## config.mk

```make
export PLATFORM = sky130hd
export DESIGN_NAME = sha_pio_bridge_flat
export DESIGN_NICKNAME = d
export VERILOG_FILES = /design/src/rtl/sha_pio_bridge_if.sv /design/src/rtl/sha_pio_bridge.sv /design/src/flat_wrapper.sv
export SDC_FILE = /design/constraint.sdc
export NUM_CORES = 1
export LEC_CHECK = 0
export ABC_AREA = 1
export CORE_UTILIZATION = 37
export DETAILED_ROUTE_END_ITERATION = 6
export GPL_TIMING_DRIVEN = 0
export PLACE_DENSITY = 0.78
export SETUP_SLACK_MARGIN = 0.4
export SYNTH_ARGS = -nofsm -noshare
export SYNTH_HDL_FRONTEND = slang
export SYNTH_SLANG_ARGS = --single-unit
```

## constraint.sdc

```tcl
create_clock -name clk -period 1.6 [get_ports clk]
set_input_delay 0.32 -clock clk [delete_from_list [all_inputs] [get_ports clk]]
set_output_delay 0.32 -clock clk [all_outputs]
set_load 0.01 [all_outputs]
```

## src/rtl/sha_pio_bridge_if.sv

```systemverilog
// CPU PIO port group and shared hash-core register bus used by sha_pio_bridge.
interface sha_pio_bridge_if #(
    parameter int NUM_CH = 4,
    parameter int ADDR_W = 8,
    parameter int DATA_W = 32
);
    logic [DATA_W-1:0]        pio_write;
    logic [ADDR_W-1:0]        pio_address;
    logic [7:0]               pio_control;
    logic [DATA_W-1:0]        pio_read;
    logic [7:0]               pio_status;
    logic [NUM_CH-1:0]        core_cs;
    logic [NUM_CH-1:0]        core_we;
    logic [ADDR_W-1:0]        core_address;
    logic [DATA_W-1:0]        core_write_data;
    logic [NUM_CH*DATA_W-1:0] core_read_data;
    logic [NUM_CH-1:0]        core_error;

    modport slave (
        input  pio_write, pio_address, pio_control,
        input  core_read_data, core_error,
        output pio_read, pio_status,
        output core_cs, core_we, core_address, core_write_data
    );

    modport master (
        output pio_write, pio_address, pio_control,
        output core_read_data, core_error,
        input  pio_read, pio_status,
        input  core_cs, core_we, core_address, core_write_data
    );
endinterface

```

## src/rtl/sha_pio_bridge.sv

```systemverilog
// Four-phase PIO request bridge: one single-cycle strobe to the selected hash core
// per CPU request edge, with registered ack/busy/error status and read capture.
module sha_pio_bridge #(
    parameter int NUM_CH   = 4,
    parameter int ADDR_W   = 8,
    parameter int DATA_W   = 32,
    parameter int READ_LAT = 1
) (
    input logic             clk,
    input logic             reset_n,
    sha_pio_bridge_if.slave bus
);
    typedef enum logic [1:0] {
        S_IDLE,
        S_ISSUE,
        S_WAIT,
        S_ACK
    } state_t;

    localparam bit          LAT0   = (READ_LAT == 0);
    localparam logic [3:0]  LAT_M1 = (READ_LAT > 0) ? 4'(READ_LAT - 1) : 4'd0;

    state_t              state_q, state_d;
    logic                req_q, req_d;
    logic [ADDR_W-1:0]   addr_q, addr_d;
    logic [DATA_W-1:0]   wdata_q, wdata_d;
    logic [DATA_W-1:0]   rdata_q, rdata_d;
    logic                we_q, we_d;
    logic [5:0]          ch_q, ch_d;
    logic [3:0]          cnt_q, cnt_d;
    logic [NUM_CH-1:0]   cs_q, cs_d;
    logic [NUM_CH-1:0]   wen_q, wen_d;
    logic                ack_q, ack_d;
    logic                busy_q, busy_d;
    logic                bad_q, bad_d;
    logic                err_q, err_d;

    logic                req_in;
    logic                edge_in;
    logic [5:0]          ch_in;
    logic                ch_ok;
    logic [DATA_W-1:0]   rd_sel;

    assign req_in  = bus.pio_control[0];
    assign ch_in   = bus.pio_control[7:2];
    assign edge_in = req_in & ~req_q;
    assign ch_ok   = {1'b0, ch_in} < 7'(NUM_CH);

    always_comb begin
        rd_sel = '0;
        for (int k = 0; k < NUM_CH; k++) begin
            if (ch_q == 6'(k)) begin
                rd_sel = bus.core_read_data[k*DATA_W +: DATA_W];
            end
        end
    end

    always_comb begin
        state_d = state_q;
        req_d   = req_in;
        addr_d  = addr_q;
        wdata_d = wdata_q;
        rdata_d = rdata_q;
        we_d    = we_q;
        ch_d    = ch_q;
        cnt_d   = cnt_q;
        cs_d    = '0;
        wen_d   = '0;
        ack_d   = ack_q;
        busy_d  = busy_q;
        bad_d   = bad_q;
        err_d   = |bus.core_error;
        unique case (state_q)
            S_IDLE: begin
                if (edge_in) begin
                    addr_d  = bus.pio_address;
                    wdata_d = bus.pio_write;
                    we_d    = bus.pio_control[1];
                    ch_d    = ch_in;
                    if (ch_ok) begin
                        bad_d   = 1'b0;
                        busy_d  = 1'b1;
                        cs_d    = NUM_CH'(1) << ch_in;
                        wen_d   = bus.pio_control[1] ? cs_d : '0;
                        state_d = S_ISSUE;
                    end else begin
                        // Out-of-range channel: report without touching any core.
                        bad_d   = 1'b1;
                        ack_d   = 1'b1;
                        state_d = S_ACK;
                    end
                end
            end
            S_ISSUE: begin
                if (we_q || LAT0) begin
                    if (!we_q) begin
                        rdata_d = rd_sel;
                    end
                    busy_d  = 1'b0;
                    ack_d   = 1'b1;
                    state_d = S_ACK;
                end else begin
                    cnt_d   = LAT_M1;
                    state_d = S_WAIT;
                end
            end
            S_WAIT: begin
                if (cnt_q == 4'd0) begin
                    rdata_d = rd_sel;
                    busy_d  = 1'b0;
                    ack_d   = 1'b1;
                    state_d = S_ACK;
                end else begin
                    cnt_d = cnt_q - 4'd1;
                end
            end
            S_ACK: begin
                if (!req_in) begin
                    ack_d   = 1'b0;
                    state_d = S_IDLE;
                end
            end
            default: state_d = S_IDLE;
        endcase
    end

    always_ff @(posedge clk or negedge reset_n) begin
        if (!reset_n) begin
            state_q <= S_IDLE;
            req_q   <= 1'b0;
            addr_q  <= '0;
            wdata_q <= '0;
            rdata_q <= '0;
            we_q    <= 1'b0;
            ch_q    <= '0;
            cnt_q   <= '0;
            cs_q    <= '0;
            wen_q   <= '0;
            ack_q   <= 1'b0;
            busy_q  <= 1'b0;
            bad_q   <= 1'b0;
            err_q   <= 1'b0;
        end else begin
            state_q <= state_d;
            req_q   <= req_d;
            addr_q  <= addr_d;
            wdata_q <= wdata_d;
            rdata_q <= rdata_d;
            we_q    <= we_d;
            ch_q    <= ch_d;
            cnt_q   <= cnt_d;
            cs_q    <= cs_d;
            wen_q   <= wen_d;
            ack_q   <= ack_d;
            busy_q  <= busy_d;
            bad_q   <= bad_d;
            err_q   <= err_d;
        end
    end

    assign bus.pio_read        = rdata_q;
    assign bus.pio_status      = {4'b0000, err_q, bad_q, busy_q, ack_q};
    assign bus.core_cs         = cs_q;
    assign bus.core_we         = wen_q;
    assign bus.core_address    = addr_q;
    assign bus.core_write_data = wdata_q;
endmodule

```

## src/flat_wrapper.sv

```systemverilog
// flat-port wrapper written by rule: the top's interface ports become plain ports
module sha_pio_bridge_flat 
#(
    parameter int NUM_CH   = 4,
    parameter int ADDR_W   = 8,
    parameter int DATA_W   = 32,
    parameter int READ_LAT = 1
)
  (clk, reset_n, bus_pio_write, bus_pio_address, bus_pio_control, bus_core_read_data, bus_core_error, bus_pio_read, bus_pio_status, bus_core_cs, bus_core_we, bus_core_address, bus_core_write_data);
  sha_pio_bridge_if #(.NUM_CH(NUM_CH), .ADDR_W(ADDR_W), .DATA_W(DATA_W)) bus_i ();
  input logic clk;
  input logic reset_n;
  input wire logic [$bits(bus_i.pio_write)-1:0] bus_pio_write;
  input wire logic [$bits(bus_i.pio_address)-1:0] bus_pio_address;
  input wire logic [$bits(bus_i.pio_control)-1:0] bus_pio_control;
  input wire logic [$bits(bus_i.core_read_data)-1:0] bus_core_read_data;
  input wire logic [$bits(bus_i.core_error)-1:0] bus_core_error;
  output wire logic [$bits(bus_i.pio_read)-1:0] bus_pio_read;
  output wire logic [$bits(bus_i.pio_status)-1:0] bus_pio_status;
  output wire logic [$bits(bus_i.core_cs)-1:0] bus_core_cs;
  output wire logic [$bits(bus_i.core_we)-1:0] bus_core_we;
  output wire logic [$bits(bus_i.core_address)-1:0] bus_core_address;
  output wire logic [$bits(bus_i.core_write_data)-1:0] bus_core_write_data;
  assign bus_i.pio_write = bus_pio_write;
  assign bus_i.pio_address = bus_pio_address;
  assign bus_i.pio_control = bus_pio_control;
  assign bus_i.core_read_data = bus_core_read_data;
  assign bus_i.core_error = bus_core_error;
  assign bus_pio_read = bus_i.pio_read;
  assign bus_pio_status = bus_i.pio_status;
  assign bus_core_cs = bus_i.core_cs;
  assign bus_core_we = bus_i.core_we;
  assign bus_core_address = bus_i.core_address;
  assign bus_core_write_data = bus_i.core_write_data;
  sha_pio_bridge #(.NUM_CH(NUM_CH), .ADDR_W(ADDR_W), .DATA_W(DATA_W), .READ_LAT(READ_LAT)) u_core (.clk(clk), .reset_n(reset_n), .bus(bus_i));
endmodule
```

* Word-level counts from Yosys, hierarchy flattened
Cells that the tools add are included.
Storage, ports and cells: register bits 98, bits of input ports 182, output and inout bits 88, logic and storage cells 77
Cells by class: add/sub/neg operators 1, $lt $le $gt $ge 1, equal/unequal tests 14, shifts and indexed selects 1, multiplexer cells 32, bitwise operators 2, reduce and logical (&&, ||, !) cells 12
Operators by type and width (count):
- 32-bit 2-to-1 mux | 4
- 4-bit 2-to-1 mux | 9
- 6-bit by 2-bit equality test with 1-bit output (second input constant) | 2
- 1-bit 2-to-1 mux | 11
- 5-bit AND reduction | 2
- 2-bit 2-to-1 mux | 4
- 2-bit by 1-bit inequality test with 1-bit output (second input constant) | 4
- 2-bit inequality test (second input constant) | 4
- 2-bit case mux with 4 select lines | 1
- 4-bit case mux with 2 select lines | 1
- 6-bit by 1-bit equality test with 1-bit output (second input constant) | 1
- 6-bit zero test | 1
- 6-bit by 3-bit < comparator with 1-bit output (second input constant) | 1
- 3-bit AND reduction | 2
- 1-bit by 6-bit left shift with 4-bit output (first input constant) | 1
- 2-bit equality test (second input constant) | 2
- 4-bit zero test | 1
- 1-bit case mux with 4 select lines | 1
- 2-bit AND reduction | 2
- 4-bit OR reduction | 1
- 4-bit by 1-bit subtractor with 4-bit output (second input constant) | 1
- 1-bit case mux with 3 select lines | 1
- 3-bit nonzero test | 1
- 2-bit by 1-bit equality test with 1-bit output (second input constant) | 1
- 4 further kinds | 4

* Logic depth before layout (Yosys ltp)
depth in word-level cells 5, mapped depth 9, depth with buffers taken out 9

* Worst setup path before layout
Ideal clock, no wire load.
path type flip-flop to flip-flop, from reg u_core.state_q[0], to reg u_core.rdata_q[23] (netlist: u_core.bus.pio_read[23]), setup time 0.115 ns, arrival 1.404 ns, data required time 1.485 ns, path slack 0.080 ns, cell stages (with the launch flop) 9, period minus slack after synthesis 1.520 ns, path through dfrtp_1 > inv_1 > ha_1 > nand4_2 > inv_2 > buf_2 > or2_2 > inv_1 > nor2_1
On the way: longest elaborated chain between the ends 2
RTL lines:
- from (decl) | line sha_pio_bridge.sv:23 | state_t state_q, state_d;
- from (signal assigned) | line sha_pio_bridge.sv:144 | state_q <= state_d;
- 2-bit equality test | line sha_pio_bridge.sv:73 | unique case (state_q)
- 2-bit AND reduction (no line)
- to (signal assigned) | line sha_pio_bridge.sv:148 | rdata_q <= rdata_d;
- to (decl) | line sha_pio_bridge.sv:27 | logic [DATA_W-1:0] rdata_q, rdata_d;
Every way passes these cells. A chain may end at the register's enable or synchronous reset.

* Worst setup path after layout
from reg u_core.state_q[1], to reg u_core.ch_q[4]
On the way: longest elaborated chain between the ends 2
RTL lines:
- 2-bit zero test | line sha_pio_bridge.sv:73
- 2-bit AND reduction (no line)
- to (signal assigned) | line sha_pio_bridge.sv:150 | ch_q <= ch_d;
- to (decl) | line sha_pio_bridge.sv:29 | logic [5:0] ch_q, ch_d;
Every way passes these cells.

==> impl_metrics.json <==
{
  "cp-end-kind": "flip-flop",
  "cellPowerDensity_nw_per_um2": 1770,
  "reg2regPathDepth": 9,
  "setup_ws_ns": 0.0734,
  "ys_warn_count": 0,
  "grt_overflow": 0,
  "start_util": 0.385,
  "io_pins": 270,
  "slew_viol_final": 0,
  "hold_path.class": "in -> async",
  "fin_hold_ws_ns": -0.0222,
  "layout-drive-gt1-share": 0.340,
  "setup_viol": 0,
  "antenna_found_initial": 0,
  "critical-path-slowest-cell": "dfrtp_2",
  "cp_cell_sequence": "inv_4 -> ha_4 -> inv_4 -> nor2_8 -> buf_4 -> buf_6 -> buf_6 -> nand2_2 -> o21ai_1",
  "place.gp.congestion": 0.908,
  "path_clk_slew_ns": 0.07,
  "ys.flop_type": "dfrtp_1",
  "grt_max_degree": 57,
  "htreeDepth": 3,
  "final_core_util": 0.693,
  "dp_slack_ns": -0.159,
  "fmax_ghz": 0.655,
  "synth_edf_count": 0,
  "numPortBuffers": 265,
  "dp.cells": 1169,
  "final_common_cell": "clkdlybuf4s50_1",
  "fp.coreArea_sq_um": 14100,
  "cts-root-buf": "clkbuf_16",
  "violations": "hold timing",
  "rows": 43,
  "drv_cap": 0,
  "drc": 0,
  "clk_latency_ns": 0.36,
  "multi_input_area_sq_um": 2840,
  "wl_per_cell_microns": 17.5,
  "dieArea_sq_um": 15200,
  "finalNetCount": 1262,
  "async_flop_share": 1.00,
  "r2r-end": "u_core.ch_q[4]$_DFFE_PN0P_",
  "irDropWorstVdd_uv": 1140,
  "cts_buffer_depth": 2,
  "die_h_microns": 123,
  "cts_made_buffers": 9,
  "rsz0062_at_grt": "true",
  "min_period_over_period": 0.954,
  "vias_per_cell": 5.18,
  "vias": 6524,
  "syn_inst": 720,
  "post-dp-hpwl_microns": 14700,
  "ys_ff_latch": 98,
  "critical_path.max_fanout": 7,
  "path_class": "reg -> reg",
  "finalHoldViolCount": 37,
  "first_global_vias": 6001,
  "fin_cells": 1259,
  "critPathLaunchType": "flip-flop",
  "synth_area_sq_um": 5430,
  "diodes": 0,
  "setup_tns_ns": 0,
  "cp.arrival_ns": 1.79,
  "drt.antenna.violating_nets": 0,
  "critPathMaxStageDelay_ns": 0.46,
  "synth.distinct_cells": 27,
  "rrSetupSlack_ns": 0.07,
  "fill_cells": 1088,
  "cts.sinks": 98,
  "area_delta_synth_final_pct": 80.1,
  "worst_pin_slew_ns": 0.607,
  "syn_avg_cell_area_sq_um": 7.54,
  "drt_iter0_markers": 532,
  "relSlewSlack": 0.595,
  "cts_tree": "built",
  "yosysSeqAreaShare": 0.452,
  "post-route-min-period_ns": 1.53,
  "cp.required_ns": 1.86,
  "outcome": "finished with violations",
  "grt_pass1_wl_microns": 30200,
  "finalPower_uw": 17300,
  "final_cell_mix": "clkdlybuf4s50_1, nand2_1, nand4_1, dfrtp_1, buf_4",
  "r2r-start": "u_core.state_q[1]$_DFFE_PN0P_",
  "seq_area_sq_um": 2460,
  "first_pass_iters": 6,
  "drt-total-wl_microns": 22100,
  "p_leak_uw": 0.00470,
  "fin_worst_skew_ns": 0.00981,
  "grtUsageTotal": 0.262,
  "die_x_microns": 123
}
per-stage QoR:
step | area, sq um | hold WS, ns
after floorplan | 5640 | 0.0244
after global routing | 9770 | 0.0207
after CTS | 8990 | -0.0120
final | 9770 | -0.0222
after detailed placement | 8550 | 0.369
after global placement | 8520 | 0.453
metal layers:
layer,up-vias,GRT usage,part of all wire
met1,3003,0.310,0.38
met2,362,0.436,0.49
met3,85,0.0618,0.086
met5,-,0,0
li1,3074,-,-
met4,0,0.148,0.051
critical path, delay by kind of cell, from the launching register on:
kind                     cells  cell delay [ns]
adder cells (fa/ha/maj)      1             0.15
AND/OR/NAND/NOR              2             0.24
flip-flops                   1             0.46
buffers and inverters        5             0.48
AO/OA/AOI/OAI                1             0.10
synth_stat cells (all sizes together), types with 3 or more instances:
| library cell | instances | area, sq um |
|---|---|---|
| nand4 | 92 | 582 |
| a21oi | 3 | 15.0 |
| dfrtp | 98 | 2450 |
| nor3 | 5 | 25.0 |
| nand3 | 76 | 380 |
| nor2 | 83 | 348 |
| nand2 | 201 | 754 |
| buf | 50 | 290 |
| ha | 6 | 75.1 |
| clkbuf | 6 | 25.0 |
| o21ai | 12 | 60.1 |
| inv | 54 | 203 |
| or2 | 29 | 181 |
cells by family (layout without fill, tap and decap cells):
group                    Yosys count  after routing  share of synthesized area
XOR/XNOR                           1              1                    0.00161
AND/OR/NAND/NOR                  488            490                      0.421
buffers and inverters            110            464                     0.0955
AO/OA/AOI/OAI                     16             16                     0.0150
flip-flops                        98             98                      0.452
adder cells (fa/ha/maj)            6              6                     0.0138
other                              1              4                   0.000691
flip-flops by register name (all words and copies together) (netlist names):
signal and flops:
u_core.bus.core_cs 4, u_core.req_q 1, u_core.state_q 2, u_core.bus.core_we 4
u_core.busy_q 1, u_core.err_q 1, u_core.ch_q 6, u_core.bus.pio_read 32
u_core.cnt_q 4, u_core.bus.core_address 8, u_core.bus.core_write_data 32, u_core.we_q 1
u_core.ack_q 1, u_core.bad_q 1
cell type report:
type	instances	area share
inverter	54	0.0236
timing repair inverter	1	0.000896
sequential	98	0.252
buffer	56	0.0549
timing repair buffer	337	0.322
clock inverter	7	0.00960
multi-input combinational	517	0.291
tap	180	0.0230
clock buffer	9	0.0230
where the power goes:
| part | switching [uW] | internal [uW] |
|---|---|---|
| combinational | 5390 | 5160 |
| sequential | 826 | 3570 |
| clock | 1050 | 1260 |
| total | 7280 | 9990 |
repair_timing:
item / CTS / global route
pin swaps: 4 / 15
resized for setup: 407 / 119
endpoints found under the setup margin: 180 / 178
setup buffers: 29 / 33
gates cloned: 2 / 10
hold endpoints to repair: 26 / 0
worst max path at each step:
stage | slack (ns) | start | cells after the start | to
global route | 0.03 | u_core.state_q[1]$_DFFE_PN0P_ | 9 | u_core.ch_q[4]$_DFFE_PN0P_
detailed placement | -0.16 | bus_pio_control[0] | 7 | u_core.bus.core_we[2]$_DFF_PN0_
global placement | -3.62 | reset_n | 1 | u_core.bus.core_address[2]$_DFFE_PN0P_
CTS | 0.18 | u_core.state_q[0]$_DFFE_PN0P_ | 8 | u_core.bus.pio_read[11]$_DFFE_PN0P_
finish | 0.07 | u_core.state_q[1]$_DFFE_PN0P_ | 9 | u_core.ch_q[4]$_DFFE_PN0P_
floorplan | 0.25 | u_core.state_q[0]$_DFFE_PN0P_ | 8 | u_core.bus.pio_read[10]$_DFFE_PN0P_
Power figures use the tool's default switching activity.
